--- config.mk ---
export PLATFORM = sky130hd
export DESIGN_NAME = add_serial_seq
export DESIGN_NICKNAME = d
export VERILOG_FILES = /design/src/rtl/add_serial_pkg.sv /design/src/rtl/add_serial_lat_cnt.sv /design/src/rtl/add_serial_seq.sv
export SDC_FILE = /design/constraint.sdc
export NUM_CORES = 1
export LEC_CHECK = 0
export ABC_CLOCK_PERIOD_IN_PS = 2200
export BUFFER_PORTS_ARGS = -buffer_cell sky130_fd_sc_hd__buf_2
export CAP_MARGIN = 20
export CORE_ASPECT_RATIO = 1.25
export CORE_MARGIN = 1
export CORE_UTILIZATION = 47
export CTS_CLUSTER_DIAMETER = 120
export DETAILED_ROUTE_END_ITERATION = 12
export PLACE_DENSITY_LB_ADDON = 0.3
export SYNTH_ARGS = -nofsm -noshare
export SYNTH_HDL_FRONTEND = slang
export SYNTH_SLANG_ARGS = --single-unit
--- constraint.sdc ---
create_clock -name clk -period 2.2 [get_ports clk]
set_input_delay 0.11 -clock clk [delete_from_list [all_inputs] [get_ports clk]]
set_output_delay 0.11 -clock clk [all_outputs]
set_load 0.01 [all_outputs]
--- src/rtl/add_serial_pkg.sv ---
// add_serial_pkg: shared sequencer states and default adder latency
package add_serial_pkg;
  localparam int ADD_LAT_DEFAULT = 9;
  typedef enum logic [2:0] {S_IDLE, S_START, S_WAIT, S_RELEASE, S_OUT} state_t;
endpackage

--- src/rtl/add_serial_lat_cnt.sv ---
// add_serial_lat_cnt: loadable down-counter with zero flag for serial-op latency
module add_serial_lat_cnt #(
  parameter int CNT_W = 4
) (
  input  logic             clk,
  input  logic             rst,
  input  logic             i_load,
  input  logic [CNT_W-1:0] i_load_val,
  input  logic             i_dec,
  output logic             o_zero
);
  logic [CNT_W-1:0] r_cnt;
  always_ff @(posedge clk or posedge rst)
    if (rst) r_cnt <= '0;
    else if (i_load) r_cnt <= i_load_val;
    else if (i_dec && !o_zero) r_cnt <= r_cnt - 1'b1;
  assign o_zero = r_cnt == '0;
endmodule

--- src/rtl/add_serial_seq.sv ---
// add_serial_seq: operand sequencer and result collector for the add_serial bit-serial adder
module add_serial_seq
  import add_serial_pkg::*;
#(
  parameter int WIDTH   = 8,
  parameter int ADD_LAT = ADD_LAT_DEFAULT,
  parameter int CNT_W   = 4
) (
  input  logic             clk,
  input  logic             rst,
  input  logic             i_in_valid,
  output logic             o_in_ready,
  input  logic [WIDTH-1:0] i_in_a,
  input  logic [WIDTH-1:0] i_in_b,
  output logic             o_add_en,
  output logic [WIDTH-1:0] o_add_a,
  output logic [WIDTH-1:0] o_add_b,
  input  logic [WIDTH-1:0] i_add_out,
  output logic             o_res_valid,
  input  logic             i_res_ready,
  output logic [WIDTH-1:0] o_res_sum
);
  localparam logic [CNT_W-1:0] LAT_LD = CNT_W'(ADD_LAT - 1);
  state_t           r_state, w_next;
  logic             w_load, w_dec, w_zero, w_accept, w_cap;
  logic [WIDTH-1:0] r_add_a, r_add_b, r_res_sum;
  add_serial_lat_cnt #(.CNT_W(CNT_W)) u_cnt (
    .clk        (clk),
    .rst        (rst),
    .i_load     (w_load),
    .i_load_val (LAT_LD),
    .i_dec      (w_dec),
    .o_zero     (w_zero)
  );
  always_ff @(posedge clk or posedge rst)
    if (rst) r_state <= S_IDLE;
    else r_state <= w_next;
  // unused encodings fall through to the default and recover to idle
  always_comb begin
    w_next = S_IDLE;
    w_load = 1'b0;
    w_dec  = 1'b0;
    case (r_state)
      S_IDLE:    w_next = i_in_valid ? S_START : S_IDLE;
      S_START:   begin w_next = S_WAIT; w_load = 1'b1; end
      S_WAIT:    begin w_next = w_zero ? S_RELEASE : S_WAIT; w_dec = !w_zero; end
      S_RELEASE: w_next = S_OUT;
      S_OUT:     w_next = i_res_ready ? S_IDLE : S_OUT;
      default:   w_next = S_IDLE;
    endcase
  end
  assign w_accept = r_state == S_IDLE && i_in_valid;
  assign w_cap    = r_state == S_WAIT && w_zero;
  always_ff @(posedge clk or posedge rst)
    if (rst) begin
      r_add_a   <= '0;
      r_add_b   <= '0;
      r_res_sum <= '0;
    end else begin
      if (w_accept) begin
        r_add_a <= i_in_a;
        r_add_b <= i_in_b;
      end
      if (w_cap) r_res_sum <= i_add_out;
    end
  assign o_in_ready  = r_state == S_IDLE;
  assign o_add_en    = r_state == S_START || r_state == S_RELEASE;
  assign o_res_valid = r_state == S_OUT;
  assign o_add_a     = r_add_a;
  assign o_add_b     = r_add_b;
  assign o_res_sum   = r_res_sum;
endmodule

==> impl_metrics.xml <==
<?xml version="1.0" encoding="UTF-8"?>
<metrics>
  <group name="placed_design">
    <metric name="gpl.final_weighted_congestion" unit="">0.7704</metric>
    <metric name="hpwl" unit="mm">1.904</metric>
    <metric name="buffer_ports.inserted" unit="">54</metric>
    <metric name="dp_worst_setup_slack" unit="ns">0.3499</metric>
  </group>
  <group name="synth">
    <metric name="synth_simple_gate_area_share" unit="">0.09855</metric>
    <metric name="synthXorXnorAreaFrac" unit="">0.006329</metric>
    <metric name="seq_area_frac_synth" unit="">0.5606</metric>
    <metric name="synthesized_area_fraction_occupied_by_ao_oa_aoi_and_oai_cells" unit="">0.05515</metric>
    <metric name="synth.avg_cell_area" unit="um2">14.12</metric>
    <metric name="synth_fp_nets" unit="">128</metric>
    <metric name="synthesis.instances" unit="">98</metric>
    <metric name="yosysWarningCount" unit="">0</metric>
    <metric name="synth_cell_type_count" unit="">28</metric>
    <metric name="post_synth_instance_area" unit="um2">1384</metric>
    <metric name="synth_top_family_by_area" unit="">multiplexers</metric>
    <metric name="yosys.area_share.adder" unit="">0.01808</metric>
    <metric name="muxShareOfSynthArea" unit="">0.2197</metric>
    <metric name="synth-seq-cells" unit="">31</metric>
  </group>
  <group name="cts">
    <metric name="clock_sinks" unit="">31</metric>
    <metric name="clkLatencyLatePin" unit="ns">0.32</metric>
    <metric name="clk_transition_reported_paths" unit="ns">0.08</metric>
    <metric name="maximum_level_of_the_cts_h_tree" unit="">2</metric>
    <metric name="cts-root-buf" unit="">sky130_fd_sc_hd__clkbuf_4</metric>
    <metric name="hold_buf_cts" unit="">4</metric>
    <metric name="cts.repair_timing.setup_buffer_count" unit="">0</metric>
    <metric name="tritoncts" unit="">built</metric>
    <metric name="post_cts.resized_instances" unit="">0</metric>
    <metric name="cts.path.max_buffers" unit="">2</metric>
    <metric name="numCtsBuffers" unit="">5</metric>
  </group>
  <group name="setup_path">
    <metric name="cp_data_required_time" unit="ns">2.41</metric>
    <metric name="arrival" unit="ns">2.05</metric>
    <metric name="critPathKind" unit="">reg2reg</metric>
    <metric name="end_kind" unit="">register</metric>
    <metric name="setup.worst_path.start_class" unit="">register</metric>
    <metric name="critPathMaxFanout" unit="">9</metric>
  </group>
  <group name="global_routing">
    <metric name="number_of_global_route_vias_before_repair" unit="">1105</metric>
    <metric name="track_usage" unit="">0.2029</metric>
    <metric name="first_pass_grt_wire_length" unit="mm">4.719</metric>
    <metric name="grt_start_max_net_pins" unit="">32</metric>
    <metric name="grt_overflow_total" unit="">0</metric>
    <metric name="antenna_violations_before_repair" unit="">0</metric>
  </group>
  <group name="finish">
    <metric name="antenna-diode-count" unit="">0</metric>
    <metric name="postLayoutCoreUtil" unit="">0.6488</metric>
    <metric name="nNetsFinal" unit="">191</metric>
    <metric name="synthToLayoutAreaGrowth" unit="%">28.12</metric>
    <metric name="drive_above_1_share" unit="">0.5652</metric>
  </group>
  <group name="pwr">
    <metric name="power.static_leakage" unit="nW">0.8844</metric>
    <metric name="p_sw_frac" unit="">0.3551</metric>
    <metric name="combinational_fraction_of_design_power" unit="">0.454</metric>
    <metric name="switchingPower" unit="mW">0.9195</metric>
    <metric name="power.clock.fraction" unit="">0.124</metric>
    <metric name="power.ir.vdd_worst" unit="V">0.0008014</metric>
    <metric name="internal_power" unit="mW">1.670</metric>
    <metric name="power-per-cell-area" unit="nW/um2">1461</metric>
    <metric name="power_frac_seq" unit="">0.422</metric>
    <metric name="design_power_total" unit="mW">2.590</metric>
  </group>
  <group name="timing">
    <metric name="fin_crit_period" unit="ns">1.843</metric>
    <metric name="finalHoldViolCount" unit="">0</metric>
    <metric name="finalSetupTns" unit="ns">0</metric>
    <metric name="final-setup-viol-count" unit="">0</metric>
    <metric name="post-route-worst-setup-slack" unit="ns">0.3565</metric>
    <metric name="max-slew-margin-rel" unit="">0.6754</metric>
    <metric name="clock.fmax" unit="MHz">542.5</metric>
    <metric name="slew_viol_final" unit="">0</metric>
    <metric name="worst_slew_pin_slew" unit="ns">0.4870</metric>
    <metric name="clock-skew-final" unit="ns">0.003978</metric>
    <metric name="finalCritPeriodShare" unit="">0.8379</metric>
    <metric name="rsz_0062_raised_after_global_routing" unit="">false</metric>
  </group>
  <group name="floorplan">
    <metric name="fp.dieArea" unit="um2">3166</metric>
    <metric name="core.rowCount" unit="">21</metric>
    <metric name="die_h" unit="um">62.67</metric>
    <metric name="placeableCoreArea" unit="um2">2733</metric>
    <metric name="floorplan.initialDensity" unit="">0.5064</metric>
    <metric name="io_pins" unit="">55</metric>
    <metric name="die_x_extent" unit="um">50.53</metric>
  </group>
  <group name="drt">
    <metric name="antenna_left" unit="">0</metric>
    <metric name="dr.pass1.iters" unit="">4</metric>
    <metric name="post-route-drc-count" unit="">0</metric>
    <metric name="avgRoutedWirePerCell" unit="um">13.18</metric>
    <metric name="wirelength" unit="mm">2.571</metric>
    <metric name="drt-vias-per-instance" unit="">5.174</metric>
    <metric name="route.vias.total" unit="">1009</metric>
    <metric name="drt_iter0_drc" unit="">28</metric>
  </group>
  <group name="run">
    <metric name="max_cap_violations" unit="">0</metric>
  </group>
  <group name="outcome">
    <metric name="outcome" unit="">completed</metric>
  </group>
  <group name="hold_path">
    <metric name="worst_hold_path_type" unit="">in2reg</metric>
  </group>
</metrics>
routing by layer:
metal  GRT usage  routed length [um]  vias to the layer above
met3     0.06083                 163                       10
met2      0.3350                1319                       37
met5           0                   0                        -
met1      0.2298                1020                      486
met4      0.1111                  67                        0
li1            -                   -                      476
stage by stage:
step	area (um2)	std cells	hold slack [ns]
after global placement	1677	184	0.1941
after global routing	1773	195	0.002711
after CTS	1773	195	0.0003105
after floorplan	1384	98	0.2135
final	1773	195	0.01810
after detailed placement	1677	184	0.2005
final cells by class:
| type | count | area [um2] |
|---|---|---|
| inverter | 6 | 22.52 |
| sequential | 31 | 775.7 |
| timing repair buffer | 60 | 325.3 |
| multi-input combinational | 57 | 550.5 |
| fill | 222 | 959.7 |
| clock buffer | 6 | 51.30 |
| clock inverter | 1 | 5.005 |
| tap | 34 | 42.54 |
power groups by stage:
stage               Clock, mW  Sequential (mW)  Combinational [mW]
finish                  0.320             1.09                1.18
global route            0.366             1.14                1.29
CTS                     0.339             1.10                1.20
detailed placement          0             1.10                1.19
global placement            0             1.08                1.14
floorplan                   0             1.13               0.773
critical path: stages, from the launching register on:
cell and delay, ns:
sky130_fd_sc_hd__dfrtp_1 0.43, sky130_fd_sc_hd__inv_1 0.10, sky130_fd_sc_hd__ha_1 0.18, sky130_fd_sc_hd__nor3b_1 0.26
sky130_fd_sc_hd__nand3_1 0.36, sky130_fd_sc_hd__mux2_2 0.40
path summary, 6_finish.rpt:
path / startpoint / endpoint / slack, ns / cells past startpoint
max: u_cnt.r_cnt[0]$_DFFE_PP0P_ / o_res_sum[6]$_DFFE_PP0P_ / 0.36 / 5
min: i_in_a[5] / o_add_a[5]$_DFFE_PP0P_ / 0.02 / 2
min reg2reg: o_res_sum[5]$_DFFE_PP0P_ / o_res_sum[5]$_DFFE_PP0P_ / 0.51 / 1
min in group asynchronous: rst / o_add_a[0]$_DFFE_PP0P_ / 0.39 / 4
max in group asynchronous: rst / r_state[2]$_DFF_PP0_ / 1.54 / 4
max reg2reg: u_cnt.r_cnt[0]$_DFFE_PP0P_ / o_res_sum[6]$_DFFE_PP0P_ / 0.36 / 5
cell families (layout without fill, tap and decap cells):
kind of cell | after synthesis | count (layout)
buf+inv | 10 | 73
compound gates | 10 | 10
mux | 24 | 24
fa+ha+maj | 2 | 2
xor+xnor | 1 | 1
flops | 31 | 31
simple gates | 20 | 20
state kept, by name (all words and copies together) (netlist names):
register / cells
u_cnt.r_cnt: 4
o_add_a: 8
r_state: 3
o_res_sum: 8
o_add_b: 8
synth_stat cells, drive strengths merged:
cell type	number	area, um2
nand3	2	10.01
o41ai	1	8.760
inv	6	22.52
nor2b	1	6.260
or3b	2	17.52
ha	2	25.02
and2b	1	7.510
clkbuf	1	3.750
a21oi	2	10.01
nor3b	1	7.510
nand2	2	7.510
nor4b	2	32.53
dfrtp	31	775.7
o211ai	1	7.510
a22o	4	35.03
a31oi	1	6.260
buf	3	31.27
nor3	5	25.02
or2	1	6.260
and4	1	8.760
xnor2	1	8.760
mux2	24	304.0
nor2	2	7.510
o2bb2ai	1	8.760
placed cells by master, fill, tap and decap left out:
cell type,count
sky130_fd_sc_hd__buf_2,54
sky130_fd_sc_hd__dfrtp_1,31
sky130_fd_sc_hd__a31oi_1,1
sky130_fd_sc_hd__o2bb2ai_1,1
sky130_fd_sc_hd__inv_1,6
sky130_fd_sc_hd__nor2_1,2
sky130_fd_sc_hd__and4_1,1
sky130_fd_sc_hd__mux2_4,9
sky130_fd_sc_hd__nor4b_4,1
sky130_fd_sc_hd__nand2_1,2
sky130_fd_sc_hd__or3b_2,2
sky130_fd_sc_hd__mux2_2,15
sky130_fd_sc_hd__clkbuf_8,1
sky130_fd_sc_hd__dlygate4sd3_1,4
sky130_fd_sc_hd__clkinv_2,1
sky130_fd_sc_hd__nand3_1,2
sky130_fd_sc_hd__nor2b_1,1
sky130_fd_sc_hd__o211ai_1,1
sky130_fd_sc_hd__a22o_1,4
sky130_fd_sc_hd__or2_2,1
sky130_fd_sc_hd__ha_1,2
sky130_fd_sc_hd__o41ai_1,1
sky130_fd_sc_hd__nor3b_1,1
sky130_fd_sc_hd__buf_4,2
sky130_fd_sc_hd__xnor2_1,1
sky130_fd_sc_hd__a21oi_1,2
sky130_fd_sc_hd__clkbuf_4,5
sky130_fd_sc_hd__nor3_1,5
sky130_fd_sc_hd__nor4b_1,1
sky130_fd_sc_hd__and2b_1,1
(Power assumes the default switching activity.)
